===== src/rtl/apb_slave_regs_if.sv =====
`default_nettype none
// ============================================================================
//  Module   : apb_slave_regs_if
//  Purpose  : APB3 bus signal bundle between a requester and the
//             apb_slave_regs completer.
//  Ports    : none. The clock and reset stay outside the bundle as scalar
//             ports of the modules that use it.
//  Signals  : PSEL, PENABLE, PWRITE, PADDR[ADDR_W], PWDATA[DATA_W]
//               are driven by the requester.
//             PRDATA[DATA_W], PREADY, PSLVERR
//               are driven by the completer.
//  Revision : 1.0  initial release
// ============================================================================
interface apb_slave_regs_if #(
  parameter int ADDR_W = 32,
  parameter int DATA_W = 32
);
  logic              PSEL;
  logic              PENABLE;
  logic              PWRITE;
  logic [ADDR_W-1:0] PADDR;
  logic [DATA_W-1:0] PWDATA;
  logic [DATA_W-1:0] PRDATA;
  logic              PREADY;
  logic              PSLVERR;

  // Requester (master) view of the bus.
  modport master (
    output PSEL, PENABLE, PWRITE, PADDR, PWDATA,
    input  PRDATA, PREADY, PSLVERR
  );

  // Completer (slave) view of the bus.
  modport slave (
    input  PSEL, PENABLE, PWRITE, PADDR, PWDATA,
    output PRDATA, PREADY, PSLVERR
  );
endinterface : apb_slave_regs_if
`default_nettype wire


===== src/rtl/apb_slave_regs.sv =====
`default_nettype none
// ============================================================================
//  Module   : apb_slave_regs
//  Purpose  : APB3 completer that holds four 32-bit registers. It inserts a
//             programmable number of wait states and signals decode errors
//             through PSLVERR.
//
//  Register map (byte address, full decode):
//    0x0 CTRL    RW  [3:0] WAIT = access-phase wait states; [31:4] read 0
//    0x4 SCRATCH RW  32-bit general purpose
//    0x8 ID      RO  returns ID_VALUE; a write is an error
//    0xC WR_CNT  RW  counts good writes to CTRL/SCRATCH; any write clears it
//    Any other address is an error: reads return 0 and writes are dropped.
//
//  Ports    : PCLK      in   bus clock, rising-edge active
//             PRESETn   in   asynchronous active-low reset
//             bus       slave modport of apb_slave_regs_if
//                         (PSEL/PENABLE/PWRITE/PADDR/PWDATA in,
//                          PRDATA/PREADY/PSLVERR out)
//  Revision : 1.0  initial release
// ============================================================================
module apb_slave_regs #(
  parameter int              ADDR_W   = 32,
  parameter int              DATA_W   = 32,
  parameter logic [31:0]     ID_VALUE = 32'hA9B0_0001
) (
  input  wire                PCLK,
  input  wire                PRESETn,
  apb_slave_regs_if.slave    bus
);

  // --------------------------------------------------------------------------
  // Elaboration checks
  // --------------------------------------------------------------------------
  if (DATA_W != 32) begin : g_bad_data_w
    $error("apb_slave_regs: DATA_W must be 32");
  end

  if (ADDR_W < 4) begin : g_bad_addr_w
    $error("apb_slave_regs: ADDR_W must be at least 4");
  end

  // --------------------------------------------------------------------------
  // Constants
  // --------------------------------------------------------------------------
  localparam logic [1:0] c_IDX_CTRL    = 2'd0;
  localparam logic [1:0] c_IDX_SCRATCH = 2'd1;
  localparam logic [1:0] c_IDX_ID      = 2'd2;
  localparam logic [1:0] c_IDX_WR_CNT  = 2'd3;

  localparam logic [DATA_W-1:0] c_ONE = {{(DATA_W-1){1'b0}}, 1'b1};

  typedef enum logic [0:0] {
    ST_IDLE   = 1'b0,
    ST_ACCESS = 1'b1
  } state_t;

  // --------------------------------------------------------------------------
  // State
  // --------------------------------------------------------------------------
  state_t            state_q,     state_d;
  logic [3:0]        wcnt_q,      wcnt_d;
  logic [3:0]        ctrl_wait_q, ctrl_wait_d;
  logic [DATA_W-1:0] scratch_q,   scratch_d;
  logic [DATA_W-1:0] wr_cnt_q,    wr_cnt_d;

  // --------------------------------------------------------------------------
  // Address decode
  // --------------------------------------------------------------------------
  logic       w_upper_zero;
  logic       w_addr_ok;
  logic [1:0] w_idx;
  logic       w_decode_err;

  // Any set bit above the 16-byte window makes the access an error. When the
  // bus is exactly 4 bits wide there are no upper bits to check.
  if (ADDR_W > 4) begin : g_upper_chk
    assign w_upper_zero = (bus.PADDR[ADDR_W-1:4] == '0);
  end else begin : g_no_upper_chk
    assign w_upper_zero = 1'b1;
  end

  assign w_idx        = bus.PADDR[3:2];
  assign w_addr_ok    = w_upper_zero && (bus.PADDR[1:0] == 2'b00);
  // ID is read-only, so a write to it is an error even at a legal address.
  assign w_decode_err = !w_addr_ok || (bus.PWRITE && (w_idx == c_IDX_ID));

  // --------------------------------------------------------------------------
  // Handshake
  // --------------------------------------------------------------------------
  logic w_ready;
  logic w_wr_commit;

  // Completion happens only in the last access-phase cycle. This path is
  // combinational from the state and the bus inputs. Because the state
  // flop clears asynchronously, PREADY drops as soon as reset asserts.
  assign w_ready     = (state_q == ST_ACCESS) && bus.PSEL && bus.PENABLE &&
                       (wcnt_q == 4'd0);
  assign w_wr_commit = w_ready && bus.PWRITE && !w_decode_err;

  // --------------------------------------------------------------------------
  // Next-state / wait counter
  // --------------------------------------------------------------------------
  always_comb begin
    state_d = state_q;
    wcnt_d  = wcnt_q;
    case (state_q)
      ST_IDLE: begin
        // An access phase seen without a setup phase is ignored.
        if (bus.PSEL && !bus.PENABLE) begin
          state_d = ST_ACCESS;
          // The wait count is snapshotted here. A CTRL write that
          // completes later cannot stretch a transfer already running.
          wcnt_d  = ctrl_wait_q;
        end
      end
      ST_ACCESS: begin
        if (!bus.PSEL) begin
          // The requester abandoned the transfer. Nothing commits.
          state_d = ST_IDLE;
          wcnt_d  = 4'd0;
        end else if (bus.PENABLE) begin
          if (wcnt_q != 4'd0) begin
            wcnt_d = wcnt_q - 4'd1;
          end else begin
            state_d = ST_IDLE;
          end
        end
      end
      default: begin
        state_d = ST_IDLE;
        wcnt_d  = 4'd0;
      end
    endcase
  end

  // --------------------------------------------------------------------------
  // Register write path (commits only on the completion edge)
  // --------------------------------------------------------------------------
  always_comb begin
    ctrl_wait_d = ctrl_wait_q;
    scratch_d   = scratch_q;
    wr_cnt_d    = wr_cnt_q;
    if (w_wr_commit) begin
      case (w_idx)
        c_IDX_CTRL: begin
          ctrl_wait_d = bus.PWDATA[3:0];
          wr_cnt_d    = wr_cnt_q + c_ONE;
        end
        c_IDX_SCRATCH: begin
          scratch_d = bus.PWDATA;
          wr_cnt_d  = wr_cnt_q + c_ONE;
        end
        // Any write value clears the counter. The clearing write is
        // not counted.
        c_IDX_WR_CNT: begin
          wr_cnt_d = '0;
        end
        default: begin
          // ID writes are filtered out by w_decode_err.
        end
      endcase
    end
  end

  // --------------------------------------------------------------------------
  // Read mux and response outputs
  // --------------------------------------------------------------------------
  logic [DATA_W-1:0] w_rdata;

  always_comb begin
    w_rdata = '0;
    if (w_ready && !bus.PWRITE && w_addr_ok) begin
      case (w_idx)
        c_IDX_CTRL:    w_rdata = {{(DATA_W-4){1'b0}}, ctrl_wait_q};
        c_IDX_SCRATCH: w_rdata = scratch_q;
        c_IDX_ID:      w_rdata = ID_VALUE[DATA_W-1:0];
        c_IDX_WR_CNT:  w_rdata = wr_cnt_q;
        default:       w_rdata = '0;
      endcase
    end
  end

  assign bus.PREADY  = w_ready;
  assign bus.PSLVERR = w_ready && w_decode_err;
  assign bus.PRDATA  = w_rdata;

  // --------------------------------------------------------------------------
  // Flops
  // --------------------------------------------------------------------------
  always_ff @(posedge PCLK or negedge PRESETn) begin
    if (!PRESETn) begin
      state_q     <= ST_IDLE;
      wcnt_q      <= 4'd0;
      ctrl_wait_q <= 4'd0;
      scratch_q   <= '0;
      wr_cnt_q    <= '0;
    end else begin
      state_q     <= state_d;
      wcnt_q      <= wcnt_d;
      ctrl_wait_q <= ctrl_wait_d;
      scratch_q   <= scratch_d;
      wr_cnt_q    <= wr_cnt_d;
    end
  end

endmodule : apb_slave_regs
`default_nettype wire


===== src/flat_wrapper.sv =====
// flat-port wrapper written by rule: the top's interface ports become plain ports
module apb_slave_regs_flat 
#(
  parameter int              ADDR_W   = 32,
  parameter int              DATA_W   = 32,
  parameter logic [31:0]     ID_VALUE = 32'hA9B0_0001
)
  (PCLK, PRESETn, bus_PSEL, bus_PENABLE, bus_PWRITE, bus_PADDR, bus_PWDATA, bus_PRDATA, bus_PREADY, bus_PSLVERR);
  apb_slave_regs_if #(.ADDR_W(ADDR_W), .DATA_W(DATA_W)) bus_i ();
  input  wire PCLK;
  input  wire PRESETn;
  input wire logic [$bits(bus_i.PSEL)-1:0] bus_PSEL;
  input wire logic [$bits(bus_i.PENABLE)-1:0] bus_PENABLE;
  input wire logic [$bits(bus_i.PWRITE)-1:0] bus_PWRITE;
  input wire logic [$bits(bus_i.PADDR)-1:0] bus_PADDR;
  input wire logic [$bits(bus_i.PWDATA)-1:0] bus_PWDATA;
  output wire logic [$bits(bus_i.PRDATA)-1:0] bus_PRDATA;
  output wire logic [$bits(bus_i.PREADY)-1:0] bus_PREADY;
  output wire logic [$bits(bus_i.PSLVERR)-1:0] bus_PSLVERR;
  assign bus_i.PSEL = bus_PSEL;
  assign bus_i.PENABLE = bus_PENABLE;
  assign bus_i.PWRITE = bus_PWRITE;
  assign bus_i.PADDR = bus_PADDR;
  assign bus_i.PWDATA = bus_PWDATA;
  assign bus_PRDATA = bus_i.PRDATA;
  assign bus_PREADY = bus_i.PREADY;
  assign bus_PSLVERR = bus_i.PSLVERR;
  apb_slave_regs #(.ADDR_W(ADDR_W), .DATA_W(DATA_W), .ID_VALUE(ID_VALUE)) u_core (.PCLK(PCLK), .PRESETn(PRESETn), .bus(bus_i));
endmodule

===== config.mk =====
export PLATFORM = sky130hd
export DESIGN_NAME = apb_slave_regs_flat
export DESIGN_NICKNAME = d
export VERILOG_FILES = /design/src/rtl/apb_slave_regs_if.sv /design/src/rtl/apb_slave_regs.sv /design/src/flat_wrapper.sv
export SDC_FILE = /design/constraint.sdc
export NUM_CORES = 1
export LEC_CHECK = 0
export ABC_CLOCK_PERIOD_IN_PS = 3100
export BUFFER_PORTS_ARGS = -buffer_cell sky130_fd_sc_hd__clkbuf_2
export CORE_MARGIN = 2
export CORE_UTILIZATION = 50
export DETAILED_ROUTE_END_ITERATION = 8
export GPL_ROUTABILITY_DRIVEN = 0
export PLACE_DENSITY = 0.79
export SETUP_SLACK_MARGIN = 0.4
export SKIP_LAST_GASP = 1
export SLEW_MARGIN = 20
export SYNTH_ARGS = -nofsm -noshare
export SYNTH_HDL_FRONTEND = slang
export SYNTH_SLANG_ARGS = --single-unit

===== constraint.sdc =====
create_clock -name PCLK -period 3.1 [get_ports PCLK]
set_input_delay 0.155 -clock PCLK [delete_from_list [all_inputs] [get_ports PCLK]]
set_output_delay 0.155 -clock PCLK [all_outputs]
set_load 0.1 [all_outputs]

==> results.toml <==
[global_routing]
grt-ovfl-total = 0
track_usage_pct = 26.0
grt_pass1_vias = 3873
grt.met2_usage_pct = 43.4
grt_pass1_wl_mm = 18.4
antenna_found_initial = 0
grt_start_max_net_pins = 74
grt_util_met1_pct = 34.3
met3_usage_pct = 3.99
grt-busiest-layer = "met2"

[worst_setup_path]
crit_arrival_ps = 2580
critPathMaxFanout = 7
setup.worst_path.class = "flip-flop to output port"
required_ps = 2940
crit_buf_inv = 3
crit_top_cell = "buf_12"
slowest_delay_ps = 440
endpoint_kind = "output port"
r2r-start = "u_core.wcnt_q[1]"
cp_top_family = "simple AND/OR/NAND/NOR gates"
r2r_end = "u_core.ctrl_wait_q[0]"
worstSetupStartpointType = "flip-flop"
reg2reg_depth = 9
ff2ff_setup_slack_ps = 420
cpMaxStageDelayCell = "or4_4"
cp_cell_sequence = "inv_2, ha_4, nor3b_4, nand4_1, or4_4, or2_4, buf_12, nor2_4, buf_12"

[floorplanning]
ios = 103
rows = 33
die_w_um = 94.8
core_area_mm2 = 0.00809
die-area_mm2 = 0.00899
die_h_um = 94.8
start_util_pct = 50.9

[sta]
min_period_ps = 2740
tns_ps = 0
finalHoldViolations = 0
maxSlewViolCount = 0
whs_ps = 17.3
setup_viol = 0
slew_headroom_pct = 40.3
rsz0062_at_grt = "true"
max_freq_mhz = 365
fin_skew_ps = 7.72
final.period_utilization_pct = 88.3
tightest_slew_ps = 896

[hold_path]
hold_path.class = "primary input to asynchronous set/reset pin"

[routing]
routedWlPerCell_um = 17.3
wl_mm = 11.2
drt_iter0_drc = 283
ant_nets = 0
num_vias = 3948
drt_pass1_iterations = 7
via_per_inst = 6.11
drcViolationCount = 0

[finish]
nets = 607
layout-drive-gt1-share_pct = 40.5
fillers = 578
antennaDiodeCount = 0
areaGrowthSynthToFinish_pct = 39.7

[synthesis]
synth_area_leaders = "dfrtp_1 (44%), mux2_2 (9.3%), mux2i_1 (6.1%), o21ai_0 (5.2%), nor2_1 (4.7%)"
ys_seq_area_share_pct = 44.3
async_flop_share_pct = 100
synth_compound_area_share_pct = 15.0
synth_xor_area_share_pct = 0
yosys_warnings = 0
yosys.area_share.simple_pct = 20.1
synthAdderAreaFrac_pct = 0.607
synth_ff_type = "dfrtp_1"
synth_top_family_by_area = "simple AND/OR/NAND/NOR gates"
synth_common_cells = "dfrtp_1 (73), nor2_1 (52), o21ai_0 (43)"
synth_area_leader_cell = "dfrtp_1"
synth-seq-cells = 73
ys_types = 42
yosysMostFrequentCell = "dfrtp_1"
netlist_instances = 431
syn-cell-area_mm2 = 0.00412
synth-edff-count = 0
netlist.area_leader.share_pct = 44.3
synth_mux_area_share_pct = 16.8
synthesis.nets = 502
postSynthAreaPerCell_um2 = 9.56

[clock_tree]
clock_path_buffers = 2
cts_root_buf = "clkbuf_8"
clk_pin_slew_ps = 70
postCtsHoldBufs = 0
clk_latency_ps = 340
htree_levels = 3
cts.sinks = 73
cts_tree = "built"
cts-buffers-inserted = 9

[job]
drv_cap = 0

[placed_design]
hpwl_mm = 7.60
io_buffers = 102

[pwr]
vdd_drop_max_mv = 0.303
power_density_mw_per_mm2 = 354
cellLeakagePower_nw = 2.56

[run_status]
status = "finished, final reports clean"
==> final cells by class <==
| cell class | count | area, um2 | share of cell area, % |
|---|---|---|---|
| multi-input combinational | 323 | 2430 | 42.3 |
| sequential | 73 | 1830 | 31.7 |
| timing repair buffer | 122 | 1120 | 19.4 |
| clock buffer | 14 | 163 | 2.82 |
| tap | 105 | 131 | 2.28 |
| clock inverter | 2 | 60.1 | 1.04 |
| inverter | 7 | 26.3 | 0.456 |
==> power breakdown <==
group | switching [mW] | total [mW] | internal [mW]
sequential | 0.00941 | 0.968 | 0.959
clock | 0.340 | 0.839 | 0.499
combinational | 0.128 | 0.230 | 0.102
total | 0.477 | 2.04 | 1.56
==> flip-flops by register name, indices dropped and copies added, names as in the netlist <==
| signal | flops |
|---|---|
| u_core.scratch_q | 32 |
| u_core.wr_cnt_q | 32 |
| u_core.ctrl_wait_q | 4 |
| u_core.wcnt_q | 4 |
| u_core.state_q | 1 |
==> through the flow <==
stage / power (mW) / cells / setup slack [ps] / util [%] / cell area, um2
after floorplan: 1.07 / 431 / 345 / - / 4380
final: 2.04 / 646 / 361 / 71.2 / 5760
after CTS: 2.02 / 643 / 419 / 70.4 / 5700
after detailed placement: 1.16 / 622 / 390 / 66.2 / 5360
after global routing: 2.10 / 646 / 310 / 71.2 / 5760
after global placement: 1.15 / 622 / 507 / 66.2 / 5360
==> routing by layer <==
layer / routed length (um) / share of wire, %
met2: 5560 / 50
met4: 304 / 2.7
met5: 0 / 0
met3: 650 / 5.8
met1: 4660 / 42
==> worst max-delay path by stage <==
| stage | from | depth (start not counted) | slack, ps | to |
|---|---|---|---|---|
| finish | u_core.wcnt_q[1] | 9 | 360 | bus_PRDATA[18] |
| global route | u_core.wcnt_q[1] | 9 | 310 | bus_PRDATA[28] |
| CTS | u_core.wcnt_q[0] | 9 | 420 | bus_PRDATA[28] |
| detailed placement | u_core.wcnt_q[0] | 9 | 390 | bus_PRDATA[4] |
| global placement | u_core.wcnt_q[0] | 9 | 510 | bus_PRDATA[4] |
| floorplan | u_core.wcnt_q[0] | 7 | 340 | bus_PRDATA[0] |
==> cell usage in the layout, fill, tap and decap left out, types with 22 or more instances in the layout <==
master and count:
buf_12 27, clkbuf_2 69, dfrtp_1 73, mux2_2 34, mux2i_1 25, nand4_1 22
nor2_1 27, o21ai_0 43
==> kinds of logic (layout without fill, tap and decap cells) <==
group           Yosys count  count (layout)
simple gates            154             154
compound gates          104             104
flops                    73              73
mux                      63              63
buf+inv                  35             145
fa+ha+maj                 2               2
==> repair_timing <==
item,in CTS,in global routing
pin swaps,2,4
endpoints found under the hold margin,0,0
endpoints found under the setup margin,32,29
resized for setup,19,18
cloned,1,0
buffers inserted,4,3
Power figures use the tool's default switching activity.
